File: src/rtl/axis_pfifo.sv
// Single-clock AXI-Stream store-and-forward packet FIFO: a frame becomes visible
// on the master side only once its tlast word is stored. Optional macro AXIS_PFIFO_DROP_EN.
//
//   state    | meaning
//   ---------+------------------------------------------------------------
//   ST_WRITE | normal store; tlast word commits the frame
//   ST_DROP  | overflowed frame: every word accepted and discarded to tlast
module axis_pfifo #(
    parameter int WIDTH = 8,
    parameter int ABITS = 4
) (
    input  logic             clock,
    input  logic             reset,
    input  logic             s_tvalid,
    output logic             s_tready,
    input  logic             s_tlast,
    input  logic [WIDTH-1:0] s_tdata,
    output logic             m_tvalid,
    input  logic             m_tready,
    output logic             m_tlast,
    output logic [WIDTH-1:0] m_tdata,
    output logic [ABITS:0]   level_o,
    output logic             drop_o
);

    localparam int PW    = ABITS + 1;
    localparam int DEPTH = 2 ** ABITS;

    typedef enum logic {
        ST_WRITE
`ifdef AXIS_PFIFO_DROP_EN
        , ST_DROP
`endif
    } state_t;

    state_t         state_q, state_d;
    logic [PW-1:0]  rd_ptr_q, wr_ptr_q, wr_tmp_q;
    logic [PW-1:0]  rd_ptr_d, wr_ptr_d, wr_tmp_d;
    logic [WIDTH:0] mem [DEPTH];
    logic           accept, full, wr_en, rd_fire, drop_d;

    assign level_o = wr_tmp_q - rd_ptr_q;
    // level never exceeds DEPTH, so its MSB alone flags full
    assign full    = level_o[ABITS];

`ifdef AXIS_PFIFO_DROP_EN
    assign s_tready = 1'b1;
    assign drop_o   = drop_d;
`else
    assign s_tready = ~full;
    assign drop_o   = 1'b0;
`endif

    assign accept   = s_tvalid & s_tready;
    assign m_tvalid = (rd_ptr_q != wr_ptr_q);
    assign {m_tlast, m_tdata} = mem[rd_ptr_q[ABITS-1:0]];
    assign rd_fire  = m_tvalid & m_tready;

    always_comb begin
        state_d  = state_q;
        wr_tmp_d = wr_tmp_q;
        wr_ptr_d = wr_ptr_q;
        wr_en    = 1'b0;
        drop_d   = 1'b0;
        case (state_q)
            ST_WRITE: begin
                if (accept) begin
`ifdef AXIS_PFIFO_DROP_EN
                    if (full) begin
                        // rewind to the commit point; committed frames stay intact
                        wr_tmp_d = wr_ptr_q;
                        if (s_tlast) drop_d  = 1'b1;
                        else         state_d = ST_DROP;
                    end else
`endif
                    begin
                        wr_en    = 1'b1;
                        wr_tmp_d = wr_tmp_q + PW'(1);
                        if (s_tlast) wr_ptr_d = wr_tmp_q + PW'(1);
                    end
                end
            end
`ifdef AXIS_PFIFO_DROP_EN
            ST_DROP: begin
                if (accept && s_tlast) begin
                    state_d = ST_WRITE;
                    drop_d  = 1'b1;
                end
            end
`endif
            default: state_d = ST_WRITE;
        endcase
    end

    assign rd_ptr_d = rd_fire ? rd_ptr_q + PW'(1) : rd_ptr_q;

    always_ff @(posedge clock) begin
        if (reset) begin
            state_q  <= ST_WRITE;
            rd_ptr_q <= '0;
            wr_ptr_q <= '0;
            wr_tmp_q <= '0;
        end else begin
            state_q  <= state_d;
            rd_ptr_q <= rd_ptr_d;
            wr_ptr_q <= wr_ptr_d;
            wr_tmp_q <= wr_tmp_d;
        end
    end

    // storage is deliberately not reset
    always_ff @(posedge clock) begin
        if (wr_en) mem[wr_tmp_q[ABITS-1:0]] <= {s_tlast, s_tdata};
    end

endmodule

File: config.mk
export PLATFORM = sky130hd
export DESIGN_NAME = axis_pfifo
export DESIGN_NICKNAME = d
export VERILOG_FILES = /design/src/rtl/axis_pfifo.sv
export SDC_FILE = /design/constraint.sdc
export NUM_CORES = 1
export LEC_CHECK = 0
export BUFFER_PORTS_ARGS = -buffer_cell sky130_fd_sc_hd__buf_2
export CAP_MARGIN = 0
export CORE_ASPECT_RATIO = 0.8
export CORE_MARGIN = 1.5
export CORE_UTILIZATION = 40
export DETAILED_ROUTE_END_ITERATION = 16
export SETUP_SLACK_MARGIN = 0.3
export SYNTH_ARGS = -nofsm -noshare
export SYNTH_HDL_FRONTEND = slang
export SYNTH_SLANG_ARGS = --single-unit
File: constraint.sdc
create_clock -name clock -period 2.8 [get_ports clock]
set_input_delay 0 -clock clock [delete_from_list [all_inputs] [get_ports clock]]
set_output_delay 0 -clock clock [all_outputs]
set_load 0.01 [all_outputs]
==> results.toml, run 1 <==
[timing]
whs_ps = 41.5
setup_viol = 0
fin_ws_ps = 404
fin_crit_sh = 0.856
max_slew_margin = 0.487
finalHoldViolCount = 0
rsz0062_at_grt = "no"
min_period_ps = 2400
tns_ps = 0
tightestPinTransition_ps = 768
drv_slew = 0
max_freq_ghz = 0.417
finClkSkew_ps = 6.19

[worst_setup_path]
path_cells = "inv_1 -> ha_1 -> a21oi_4 -> a21oi_2 -> or2_4 -> buf_12 -> nor4_4 -> buf_6"
cp_num_buf_inv = 3
critical-path-max-stage-delay_ps = 400
slowest_stage = "ha_1"
rr_endpoint = "mem[0][1]"
crit_family = "simple AND/OR/NAND/NOR gates"
path_max_fanout = 16
cp-start-kind = "register"
critPathRequiredTime_ps = 2930
reg2reg_from = "rd_ptr_q[3]"
crit_type = "register to register"
worstRegToRegCells = 8
worstPathArrival_ps = 2530
cp-end-kind = "register"
reg2reg_slack_ps = 400

[logic_synthesis]
synth-async-reset-ratio = 0
synth_edf_count = 144
synthTopCellsByCount = "edfxtp_1 (144), mux4_2 (45), dfxtp_1 (19), nor3_1 (12), nor2_1 (11)"
synth-adder-area-share = 0.0198
yosysTopAreaCell = "edfxtp_1"
yosys.area_share.simple = 0.0525
ys_types = 39
synth_xor_area_frac = 0.0144
avgSynthCellArea_um2 = 19.2
synth_compound_area_frac = 0.0140
seq_area_frac_synth = 0.703
synthMuxAreaShare = 0.172
synth_nets = 371
syn_area_um2 = 6690
ys.flop_type = "edfxtp_1"
ys_ff_latch = 163
synthTopCellsByArea = "edfxtp_1 (65%), mux4_2 (15%), dfxtp_1 (5.7%)"
synthCells = 348
synth_top_family_by_area = "multiplexers"
yosysMostFrequentCell = "edfxtp_1"
ys_warn_count = 0
synth_largest_type_area_fraction = 0.646

[floorplanning]
dieHeight_um = 119
die_w_um = 148
start_util = 0.407
boundaryPins = 30
fp-row-count = 42
die_area_um2 = 17500
core_region_area_um2 = 16400

[global_routing]
grt_pass1_wl_mm = 21.3
grtUsageTotal = 0.171
grt_max_degree = 37
grt_pass1_vias = 3487
grt-ovfl-total = 0
antenna_found_initial = 0

[layout]
layout.nets = 444
finalCoreUtilization = 0.499
antennaDiodeCount = 0
multi_input_area_um2 = 2040
instances_no_fill = 654
final_cell_area_um2 = 8200
seqCellArea_um2 = 4710
fillCellCount = 1309
syn2layout_area_growth_pct = 22.6
drive_gt1_frac = 0.406

[clocking]
numClockSinks = 163
cts_root_buffer = "clkbuf_16"
clk_pin_slew_worst_paths_ps = 70
tritoncts = "done"
cts_htree_levels = 4
clockBufferDepth = 2
cts-buffers-inserted = 17
clock_latency_ps = 420

[hold_path]
hold_start = "s_tvalid"
whs_path_depth = 4
min_path_type = "input pin to register"
hold_end = "wr_tmp_q[3]"

[power]
power.total_mw = 6.12
p_sw_frac = 0.263
pwr-share-comb = 0.172
powerDensity_nw_per_um2 = 747
p_leak_nw = 2.73
p_clk_frac = 0.373
vdd_drop_max_uv = 362
power.switching_mw = 1.61
p_seq_frac = 0.455
power.internal_mw = 4.51

[placement]
dp_worst_setup_slack_ps = 165
hpwlAfterDp_mm = 9.75
gp_congestion = 0.795
dpl_cell_area_um2 = 7440
io_buffers = 28
dp.cells = 611

[detailed_routing]
num_vias = 3395
dr.pass1.iters = 4
ant_nets = 0
drt_iter0_drc = 211
vias_per_cell = 5.19
wl_per_cell_um = 21.5
drc = 0
totalWireLength_mm = 14.0

[status]
status = "finished, final reports clean"

[flow_run]
cap_violations = 0
-- power by group through the flow --
stage / logic, mW / clock network, mW / registers, mW
finish: 1.06 / 2.28 / 2.78
global route: 1.14 / 2.43 / 2.79
CTS: 1.06 / 2.34 / 2.78
detailed placement: 1.04 / 0 / 2.83
global placement: 1.03 / 0 / 2.83
floorplan: 0.734 / 0 / 2.80
-- state kept, by name (all words and copies together) (netlist names), named ones only --
name,flops
mem,144
rd_ptr_q,5
wr_ptr_q,5
wr_tmp_q,5
-- kinds of logic (layout without fill, tap and decap cells) --
| family | after synthesis | count (layout) |
|---|---|---|
| DFF | 163 | 163 |
| AOI/OAI and AO/OA | 16 | 16 |
| and+or+nand+nor | 63 | 63 |
| other | 1 | 1 |
| xor gates and xnor gates | 11 | 11 |
| muxes | 58 | 58 |
| adders and majority gates | 10 | 10 |
| buffers and inverters | 26 | 112 |
-- what timing repair did --
action                                 in CTS  in global routing
pin swaps                                   0                  2
gates resized for setup                     8                 11
setup endpoints to repair                 135                144
buffers inserted                            0                  0
endpoints found under the hold margin     128                  0
hold buffers                                9                  0
cloned                                      0                  2
-- worst min-delay path, cell delays in order --
cell     delay, ps
buf_2          140
nand4_1        110
or4_1          100
a21oi_1         50
-- metal layers --
layer,vias to the layer above,global-route usage,part of all wire
met4,0,0.0431,0.0061
met3,5,0.0618,0.057
met5,-,0,0
met1,1751,0.240,0.45
met2,80,0.255,0.48
li1,1559,-,-
-- cells in the final DEF, fill, tap and decap left out, types with 4 or more instances in the layout --
cell	instances
a21oi_1	7
buf_2	28
buf_4	27
buf_6	5
clkbuf_16	17
dfxtp_1	15
dlygate4sd3_1	9
edfxtp_1	144
ha_1	9
inv_1	7
inv_6	5
inv_8	4
mux2_2	8
mux2i_1	5
mux4_2	45
nand2_1	8
nand2b_1	9
nor2_1	11
nor2b_1	5
nor3_4	12
nor4_4	4
xor2_1	8
-- worst max-delay path by stage --
stage                           start         end  slack [ps]  cells past startpoint
after floorplan           wr_tmp_q[0]  mem[13][0]         310                     10
after global placement    rd_ptr_q[0]   mem[9][4]         240                      9
after detailed placement  rd_ptr_q[0]   mem[9][5]         170                      9
after CTS                 wr_tmp_q[0]  mem[13][5]         320                     10
after global routing      rd_ptr_q[3]   mem[9][6]         320                      8
final                     rd_ptr_q[3]   mem[0][1]         400                      8
-- area by class of cell --
cell class | instances | share of cell area
multi-input combinational | 159 | 0.249
tap | 220 | 0.0336
timing repair buffer | 72 | 0.0670
clock inverter | 15 | 0.0204
clock buffer | 17 | 0.0519
sequential | 163 | 0.575
inverter | 8 | 0.00366
Power figures use the tool's default switching activity.
==> inputs of run 2 (changes only) <==
--- a/config.mk
+++ b/config.mk
@@ -7,10 +7,13 @@
 export LEC_CHECK = 0
 export BUFFER_PORTS_ARGS = -buffer_cell sky130_fd_sc_hd__buf_2
 export CAP_MARGIN = 0
+export CELL_PAD_IN_SITES_DETAIL_PLACEMENT = 0
+export CELL_PAD_IN_SITES_GLOBAL_PLACEMENT = 1
 export CORE_ASPECT_RATIO = 0.8
 export CORE_MARGIN = 1.5
 export CORE_UTILIZATION = 40
 export DETAILED_ROUTE_END_ITERATION = 16
+export PLACE_DENSITY_LB_ADDON = 0.1
 export SETUP_SLACK_MARGIN = 0.3
 export SYNTH_ARGS = -nofsm -noshare
 export SYNTH_HDL_FRONTEND = slang
==> run 2 against run 1 <==
Effect of this change:
- clock skew increased by 6.9 ps
- flip-flop and latch count stayed put
- cell count down 1.2%
- setup slack worse by 11 ps
- first-iteration DRC count rose by 10%
- power is 2.2% lower
- utilization fell by 0.78 points
- via count fell by 1.8%
- critical path depth unchanged
- global-route usage is 0.98 points higher
- die area unchanged
- critical path type unchanged
==> results.toml, run 2 (synthesis results as in run 1) <==
[status]
status = "finished, final reports clean"

[timing]
rsz0062_at_grt = "no"
finalHoldViolCount = 0
max_slew_margin = 0.529
max_freq_ghz = 0.415
drv_slew = 0
setup_viol = 0
min_period_ps = 2410
fin_crit_sh = 0.860
tns_ps = 0
finClkSkew_ps = 13.1
tightestPinTransition_ps = 705

[global_routing]
antenna_found_initial = 0
gr-max-usage-layer = "met1"
grtUsageMet2 = 0.261
grt_use_met3 = 0.0371
grtUsageMet1 = 0.275
grt_pass1_vias = 3465
grt-ovfl-total = 0
grt_max_degree = 37
grt_pass1_wl_mm = 22.1
grtUsageTotal = 0.181

[power]
p_leak_nw = 2.65
p_sw_frac = 0.257
powerDensity_nw_per_um2 = 742
p_seq_frac = 0.464
power.internal_mw = 4.45
power.switching_mw = 1.54
power.total_mw = 5.99
p_clk_frac = 0.357
pwr-share-comb = 0.178
vdd_drop_max_uv = 467

[detailed_routing]
vias_per_cell = 5.16
ant_nets = 0
drc = 0
totalWireLength_mm = 14.8
wl_per_cell_um = 22.8
num_vias = 3334
dr.pass1.iters = 4
drt_iter0_drc = 232

[worst_setup_path]
critPathRequiredTime_ps = 2920
cp-end-kind = "register"
worstRegToRegCells = 8
crit_type = "register to register"
worstPathArrival_ps = 2530
cp-start-kind = "register"
reg2reg_slack_ps = 390
path_max_fanout = 18

[layout]
final_cell_mix = "edfxtp_1 (144), mux4_2 (45), buf_2 (28)"
drive_gt1_frac = 0.394
syn2layout_area_growth_pct = 20.6
largest_reg_flops = 144
final_common_cell = "edfxtp_1"
fillCellCount = 1385
layout.nets = 436
antennaDiodeCount = 0

[clocking]
clock_latency_ps = 420
tritoncts = "done"
cts_htree_levels = 4
clockBufferDepth = 2
cts-buffers-inserted = 17
numClockSinks = 163
cts_root_buffer = "clkbuf_16"
clk_pin_slew_worst_paths_ps = 70

[hold_path]
min_path_type = "input pin to register"
whs_path_depth = 1

[floorplanning]
die_w_um = 148
boundaryPins = 30
fp-row-count = 42
start_util = 0.407
die_area_um2 = 17500
dieHeight_um = 119
core_region_area_um2 = 16400

[flow_run]
cap_violations = 0

[placement]
io_buffers = 28
hpwlAfterDp_mm = 9.88
gp_congestion = 0.738
==> run 2: cell types whose count changed in the layout (fill, tap and decap cells not counted), sizes merged <==
cell	previous run	this run
clkinvlp	1	5
inv	17	9
clkbuf	17	18
buf	63	58
clkinv	4	7
dlygate4sd3	9	6
==> run 2: path summary, 6_finish.rpt <==
check         startpoint           to
max          rd_ptr_q[3]    mem[3][8]
min           s_tdata[0]    mem[1][0]
max reg2reg  rd_ptr_q[3]    mem[3][8]
min reg2reg  wr_ptr_q[1]  wr_ptr_q[1]
==> run 2: area by class of cell <==
cell class                 instances  area (um2)  share of cell area
clock buffer                      18         429              0.0532
multi-input combinational        159        2040               0.253
sequential                       163        4710               0.584
tap                              220         275              0.0341
timing repair buffer              64         470              0.0583
clock inverter                    14         114              0.0141
inverter                           8        30.0             0.00372
==> run 2: per-stage QoR <==
stage	util	hold WS [ps]	setup WS, ps	cells	instance area (um2)
after floorplan	-	98.9	312	348	6860
after global placement	0.450	430	281	607	7400
after detailed placement	0.450	431	213	607	7400
after CTS	0.488	2.99	326	645	8020
after global routing	0.491	11.5	316	646	8070
final	0.491	9.78	393	646	8070
==> run 2: repair_timing <==
action                     in CTS  in global routing
gates resized for setup         6                  7
setup endpoints to repair     153                146
pin swaps                       0                  1
hold endpoints to repair       87                  0
setup buffers                   0                  1
hold buffers                    6                  0
==> run 2: critical path, stage by stage, from the launching register on <==
cell,delay [ps]
dfxtp_1,360
inv_1,100
ha_2,410
nand3_2,140
and3_4,210
or2_1,260
buf_12,190
nor4_4,200
buf_4,230
==> run 2: layer usage <==
layer | part of all wire | up-vias
met4 | 0.011 | 0
met1 | 0.51 | 1750
met2 | 0.45 | 45
li1 | - | 1527
met3 | 0.033 | 12
met5 | 0 | -
==> run 2: power groups by stage <==
stage / Sequential [mW] / Combinational, mW / Clock [mW]
5_1_grt: 2.79 / 1.15 / 2.27
3_5_place_dp: 2.84 / 1.05 / 0
2_1_floorplan: 2.80 / 0.734 / 0
6_report: 2.78 / 1.07 / 2.14
4_1_cts: 2.79 / 1.08 / 2.19
3_3_place_gp: 2.84 / 1.05 / 0
==> inputs of run 3 (changes only) <==
==> constraint.sdc (replaced) <==
create_clock -name clock -period 2.8 [get_ports clock]
set_input_delay 0.28 -clock clock [delete_from_list [all_inputs] [get_ports clock]]
set_output_delay 0.28 -clock clock [all_outputs]
set_load 0.01 [all_outputs]
==> run 3 against run 2 <==
Effect of this change:
- routed wire length up 4.5%
- cell area up 2.6%
- worst hold slack better by 250 ps
- sequential power about the same
- sequential share of layout area shrank 1.4 points
- first-iteration DRC count rose by 17%
- non-clock buffer count is 6 higher
- utilization rose by 1.3 points
- count of clock-buffer cells in the layout unchanged
- critical endpoint is now m_tdata[2]
==> results.toml, run 3 (synthesis results as in run 1) <==
[status]
status = "finished, final reports clean"

[timing]
finClkSkew_ps = 12.7
tns_ps = 0
finalHoldViolCount = 0
whs_ps = 259
max_slew_margin = 0.603
max_freq_ghz = 0.385
tightestPinTransition_ps = 595
drv_slew = 0
rsz0062_at_grt = "yes"
fin_ws_ps = 201
min_period_ps = 2600
fin_crit_sh = 0.928
setup_viol = 0

[worst_setup_path]
worstPathArrival_ps = 2320
cp-end-kind = "output pin"
crit_type = "register to output pin"
worstRegToRegCells = 11
critPathRequiredTime_ps = 2520
reg2reg_from = "wr_tmp_q[0]"
cp-start-kind = "register"
path_max_fanout = 9
reg2reg_slack_ps = 370
rr_endpoint = "mem[8][7]"

[layout]
final_cell_area_um2 = 8280
final_common_cell = "edfxtp_1"
antennaDiodeCount = 0
fillCellCount = 1351
final_cell_mix = "edfxtp_1 (144), mux4_2 (45), buf_2 (28)"
seqCellArea_um2 = 4710
syn2layout_area_growth_pct = 23.7
multi_input_area_um2 = 2080
largest_reg_flops = 144
drive_gt1_frac = 0.429
layout.nets = 442

[detailed_routing]
dr.pass1.iters = 4
totalWireLength_mm = 15.4
drc = 0
ant_nets = 0
drt_iter0_drc = 272
wl_per_cell_um = 23.7
vias_per_cell = 5.34
num_vias = 3476

[placement]
gp_congestion = 0.747
io_buffers = 28
dpl_cell_area_um2 = 7420
dp_worst_setup_slack_ps = 164
hpwlAfterDp_mm = 10.1

[power]
p_seq_frac = 0.441
p_sw_frac = 0.251
vdd_drop_max_uv = 466
power.switching_mw = 1.58
pwr-share-comb = 0.188
power.internal_mw = 4.72
powerDensity_nw_per_um2 = 761
power.total_mw = 6.30
p_clk_frac = 0.371
p_leak_nw = 2.75

[clocking]
tritoncts = "done"
clockBufferDepth = 2
clock_latency_ps = 430
cts_root_buffer = "clkbuf_16"
postCtsHoldBufs = 0
cts-buffers-inserted = 17
numClockSinks = 163
cts_htree_levels = 4
clk_pin_slew_worst_paths_ps = 60

[floorplanning]
fp-row-count = 42
dieHeight_um = 119
die_area_um2 = 17500
core_region_area_um2 = 16400
die_w_um = 148
start_util = 0.407
boundaryPins = 30

[hold_path]
whs_path_depth = 1
min_path_type = "input pin to register"
hold_end = "mem[4][4]"
hold_start = "s_tdata[4]"

[global_routing]
antenna_found_initial = 0
grt_pass1_vias = 3570
grt_max_degree = 37
grt-ovfl-total = 0
grt_pass1_wl_mm = 23.2
grtUsageTotal = 0.190

[flow_run]
cap_violations = 0
[run 3: cell types whose count changed in the layout (fill, tap and decap cells not counted), sizes merged]
cell         before  now
clkinv            7    6
bufinv            1    3
buf              58   70
clkinvlp          5    1
dlygate4sd3       6    0
inv               9   11
[run 3: through the flow]
stage	cells	util
after global routing	651	0.503
after global placement	608	0.451
final	651	0.503
after CTS	647	0.499
after detailed placement	608	0.451
after floorplan	348	-
[run 3: power by group through the flow]
stage / combinational, mW / sequential (mW) / clock [mW]
after detailed placement: 1.06 / 2.82 / 0
final: 1.19 / 2.78 / 2.34
after floorplan: 0.734 / 2.80 / 0
after global placement: 1.06 / 2.82 / 0
after CTS: 1.20 / 2.78 / 2.39
after global routing: 1.27 / 2.79 / 2.48
[run 3: area by class of cell]
type | count | share of cell area
timing repair buffer | 70 | 0.0710
clock buffer | 18 | 0.0518
inverter | 8 | 0.00393
tap | 220 | 0.0332
clock inverter | 13 | 0.0192
multi-input combinational | 159 | 0.251
sequential | 163 | 0.569
[run 3: worst max-delay path, cell delays in order, from the launching register on]
cell and delay, ps:
dfxtp_4 450, buf_12 180, mux4_2 590, mux4_2 510
buf_2 160
[run 3: worst max path at each step]
stage                 from    endpoint  depth (start not counted)
6_report          register  m_tdata[2]                          4
5_1_grt           register  m_tdata[1]                          4
4_1_cts           register  m_tdata[2]                          4
3_5_place_dp   wr_tmp_q[0]   mem[0][7]                         10
3_3_place_gp   wr_tmp_q[0]   mem[0][7]                         10
2_1_floorplan  wr_tmp_q[0]  mem[13][0]                         10
[run 3: what timing repair did]
action | CTS | global route
cloned | 3 | 0
buffers inserted | 5 | 4
setup endpoints to repair | 155 | 155
gates resized for setup | 30 | 8
pin swaps | 7 | 3
[run 3: metal layers]
| layer | share of wire | GRT usage |
|---|---|---|
| met1 | 0.49 | 0.276 |
| met2 | 0.48 | 0.287 |
| met3 | 0.024 | 0.0359 |
| met4 | 0.013 | 0.0656 |
| met5 | 0 | 0 |
